File: src/rtl/bin_to_bcd_seq.sv
// Sequential binary-to-BCD converter (shift-and-add-3 / double-dabble).
// One bit is consumed per clock. A start/busy/done handshake frames each
// conversion. Values above 10^DIGITS-1 raise ovf and leave the result
// modulo 10^DIGITS in bcd.
module bin_to_bcd_seq #(
    parameter int unsigned WIDTH  = 8,
    parameter int unsigned DIGITS = 3
) (
    input  logic                clk,
    input  logic                rst,
    input  logic                start,
    input  logic [WIDTH-1:0]    bin,
    output logic                busy,
    output logic                done,
    output logic [4*DIGITS-1:0] bcd,
    output logic                ovf
);

    localparam int unsigned   BW       = 4 * DIGITS;
    localparam int unsigned   CW       = $clog2(WIDTH + 1);
    localparam logic [CW-1:0] CNT_LOAD = CW'(WIDTH);
    localparam logic [CW-1:0] CNT_ONE  = CW'(1);

    typedef enum logic {
        IDLE,
        SHIFT
    } state_t;

    state_t          state;
    state_t          state_next;
    logic [WIDTH-1:0] shreg;
    logic [WIDTH-1:0] shreg_next;
    logic [BW-1:0]    digits;
    logic [BW-1:0]    digits_adj;
    logic [BW-1:0]    digits_next;
    logic [CW-1:0]    cnt;
    logic             sticky;
    logic             carry_out;
    logic             load;
    logic             last;

    // Add 3 to every scratch digit >= 5, then form the shifted digits and
    // shift register. Bit 3 of the top adjusted digit falls off the end and
    // marks overflow.
    always_comb begin
        digits_adj = '0;
        for (int unsigned i = 0; i < DIGITS; i++) begin
            if (digits[4*i +: 4] >= 4'd5)
                digits_adj[4*i +: 4] = digits[4*i +: 4] + 4'd3;
            else
                digits_adj[4*i +: 4] = digits[4*i +: 4];
        end
        carry_out   = digits_adj[BW-1];
        digits_next = {digits_adj[BW-2:0], shreg[WIDTH-1]};
        shreg_next  = shreg << 1;
    end

    // State register.
    always_ff @(posedge clk or posedge rst) begin
        if (rst)
            state <= IDLE;
        else
            state <= state_next;
    end

    // Next-state logic and the load/finish strobes for the datapath.
    always_comb begin
        state_next = state;
        load       = 1'b0;
        last       = 1'b0;
        unique case (state)
            IDLE: begin
                if (start) begin
                    state_next = SHIFT;
                    load       = 1'b1;
                end
            end
            SHIFT: begin
                if (cnt == CNT_ONE) begin
                    state_next = IDLE;
                    last       = 1'b1;
                end
            end
            default: state_next = IDLE;
        endcase
    end

    assign busy = (state == SHIFT);

    // Datapath: capture on start, shift while busy, and publish the result
    // only on the final shift so bcd/ovf never show intermediate values.
    always_ff @(posedge clk or posedge rst) begin
        if (rst) begin
            shreg  <= '0;
            digits <= '0;
            cnt    <= '0;
            sticky <= 1'b0;
            done   <= 1'b0;
            bcd    <= '0;
            ovf    <= 1'b0;
        end else begin
            done <= last;
            if (load) begin
                shreg  <= bin;
                digits <= '0;
                sticky <= 1'b0;
                cnt    <= CNT_LOAD;
            end else if (state == SHIFT) begin
                shreg  <= shreg_next;
                digits <= digits_next;
                sticky <= sticky | carry_out;
                cnt    <= cnt - CNT_ONE;
            end
            if (last) begin
                bcd <= digits_next;
                ovf <= sticky | carry_out;
            end
        end
    end

endmodule

File: config.mk
export PLATFORM = sky130hd
export DESIGN_NAME = bin_to_bcd_seq
export DESIGN_NICKNAME = d
export VERILOG_FILES = /design/src/rtl/bin_to_bcd_seq.sv
export SDC_FILE = /design/constraint.sdc
export NUM_CORES = 1
export LEC_CHECK = 0
export BUFFER_PORTS_ARGS = -buffer_cell sky130_fd_sc_hd__buf_4
export CORE_UTILIZATION = 30
export DETAILED_ROUTE_END_ITERATION = 8
export HOLD_SLACK_MARGIN = 0.02
export MAX_ROUTING_LAYER = met4
export RECOVER_POWER = 100
export SLEW_MARGIN = 20
export SYNTH_ARGS = -nofsm -noshare
export SYNTH_HDL_FRONTEND = slang
export SYNTH_SLANG_ARGS = --single-unit
File: constraint.sdc
create_clock -name clk -period 2 [get_ports clk]
set_input_delay 0.1 -clock clk [delete_from_list [all_inputs] [get_ports clk]]
set_output_delay 0.1 -clock clk [all_outputs]
set_load 0.01 [all_outputs]
==> results.yml <==
yosys:
  syn_avg_cell_area_um2: 10.17
  synth.top_cell.area_share: 0.5323
  ys.warnings.count: 0
  synthMuxAreaShare: 0.08716
  synth-adder-area-share: 0.05323
  synth.distinct_cells: 29
  ys_top_cells_by_area: "dfrtp_1 (53%), o21ai_0 (7.5%), nand2_1 (5.4%)"
  syn-num-nets: 204
  yosysSeqAreaShare: 0.5323
  yosys.area.top_type: "dfrtp_1"
  synth-xor-area-share: 0.01397
  ys_ff_latch: 40
  yosys.area_share.simple: 0.1251
  synth_top_family_by_area: "compound AO/OA/AOI/OAI gates"
  netlist_area_um2: 1881
  synth_compound_area_frac: 0.1450
  synth_cells: 185
worst_setup_path:
  worstReg2RegStart: "digits[8]"
  r2r-end: "bcd[10]"
  crit_path_max_fanout: 4
  arrival_ps: 1890
  cp-end-kind: "register"
  crit_start: "digits[8]"
  ff2ff_path_depth: 6
  critPathKind: "reg -> reg"
  critical_path.endpoint: "bcd[10]"
  startpoint_type: "register"
  cp.required_ps: 2210
  reg2reg_slack_ps: 320
clocking:
  clockBufferDepth: 2
  clk_latency_ps: 290
  cts_max_level: 2
  post-cts-setup-buffers: 0
  path_clk_slew_ps: 80
  clock_sinks: 40
  root_buffer: "clkbuf_8"
  cts_buffers: 5
  tritoncts: "built"
global_routing:
  grt_pass1_vias: 1373
  grt_first_pass_wirelength_um: 6596
  antenna_found_initial: 0
  grt.total_usage: 0.1385
  grt_max_degree: 28
  gr-total-overflow: 0
timing:
  finalSetupViolCount: 0
  tightest_slew_ps: 638.1
  fin_skew_ps: 6.187
  finalHoldViolations: 0
  holdWs_ps: 60.81
  fin_ws_ps: 322.9
  slew_headroom: 0.5746
  post-route-period-util: 0.8386
  finalCriticalPeriod_ps: 1677
  fmax_ghz: 0.5963
  grt_setup_unrepaired: "false"
  fin_tns_setup_ps: 0
  finalMaxSlewViolations: 0
floorplan:
  dieArea_um2: 6589
  die_w_um: 81.18
  rows: 28
  start_util: 0.3139
  io_pins: 26
  core_um2: 5991
  die_y_um: 81.18
power:
  power_mw: 3.325
  cellLeakagePower_nw: 1.001
  vdd_drop_max_uv: 456.9
  powerDensity_nw_per_um2: 1540
finish:
  drive_gt1_frac: 0.1070
  mostFrequentLayoutCell: "dfrtp_1"
  layout.nets: 234
  area_growth_pct: 14.84
  instances_no_fill: 290
  finish.utilization: 0.3605
  postLayoutCellArea_um2: 2160
  final_cell_mix: "dfrtp_1 (40), o21ai_0 (28), nand2_1 (27)"
  antennaDiodeCount: 0
drt:
  viasPerCell: 4.731
  drt-pass1-iter-count: 3
  num_vias: 1372
  drcViolationCount: 0
  wl_um: 3769
  drtAntennaViolNets: 0
  drt_iter0_markers: 98
  wl_per_cell_um: 13.00
placement:
  dp_slack_ps: 330.1
  dp.cells: 282
  dp.final_hpwl_um: 2594
  post_dp_cell_area_um2: 2172
  numPortBuffers: 25
  place_congestion: 0.7804
outcome:
  outcome: "complete, no violations"
job:
  maxCapViolations: 0
hold_path:
  min_path_type: "in -> reg"
  hold-path-cell-count: 3
-- worst min-delay path by stage --
stage,startpoint,end,slack [ps]
floorplan,bin[0],shreg[0],260
global placement,rst,bcd[7],240
detailed placement,rst,bcd[7],240
CTS,bin[0],shreg[0],50
global route,bin[0],shreg[0],50
finish,bin[0],shreg[0],60
-- state kept, by name, summed over array words and instances, names as in the netlist --
register,count
shreg,8
busy,1
ovf,1
bcd,12
done,1
cnt,4
digits,12
sticky,1
-- per-layer routing --
layer	global-route usage	vias to the layer above	routed length [um]
met4	0.05893	0	69
li1	-	684	-
met2	0.2101	21	1813
met3	0.03371	8	126
met5	-	-	0
met1	0.1753	659	1759
-- logic make-up (layout without fill, tap and decap cells) --
group / count (synthesis) / in the layout
and+or+nand+nor: 52 / 52
AOI/OAI and AO/OA: 47 / 47
DFF: 40 / 40
buffers and inverters: 20 / 50
muxes: 15 / 15
adders and majority gates: 8 / 8
xor gates and xnor gates: 3 / 3
-- worst max-delay path: stages (launching register included) --
cell	delay (ps)
dfrtp_1	410
inv_1	110
ha_1	200
nand2b_1	90
a21oi_1	240
mux2_1	370
o21ai_0	170
-- timing repair --
action | in CTS | in global routing
resized for setup | 0 | 0
hold endpoints to repair | 15 | 0
hold buffers | 1 | 0
-- final cells by class --
class / instances / area [um2]
fillers: 625 / 3831
flip-flops and latches: 40 / 1001
multi-input cells: 125 / 775.7
repair buffers: 30 / 162.7
well taps: 75 / 93.84
clock buffers: 6 / 72.57
inverters: 13 / 48.80
clock inverters: 1 / 5.005
-- synth_stat cells --
master    instances
nor3_1            3
a21oi_4           1
a21o_1            1
nor3b_1           5
nand2b_2          1
o22ai_1           1
o21ai_0          28
xnor2_1           3
inv_2             1
a31oi_1           1
mux2_4            2
nand2_1          27
nor2_1            9
or3_1             1
a22o_1            2
o22a_1            1
a21oi_2           1
inv_1            12
mux2_2            3
dfrtp_1          40
a21o_2            1
nand2b_1          2
mux2i_1          10
buf_2             5
clkbuf_1          2
ha_1              8
nand3_1           4
a21oi_1           9
o31ai_1           1
-- report_power, final --
| part | leakage (nW) | internal (mW) | switching (mW) |
|---|---|---|---|
| logic | 0.460 | 0.596 | 0.800 |
| registers | 0.499 | 1.16 | 0.256 |
| clock network | 0.0410 | 0.237 | 0.277 |
| total | 1.00 | 1.99 | 1.33 |
Note: power is estimated with default switching activity, not from simulation.
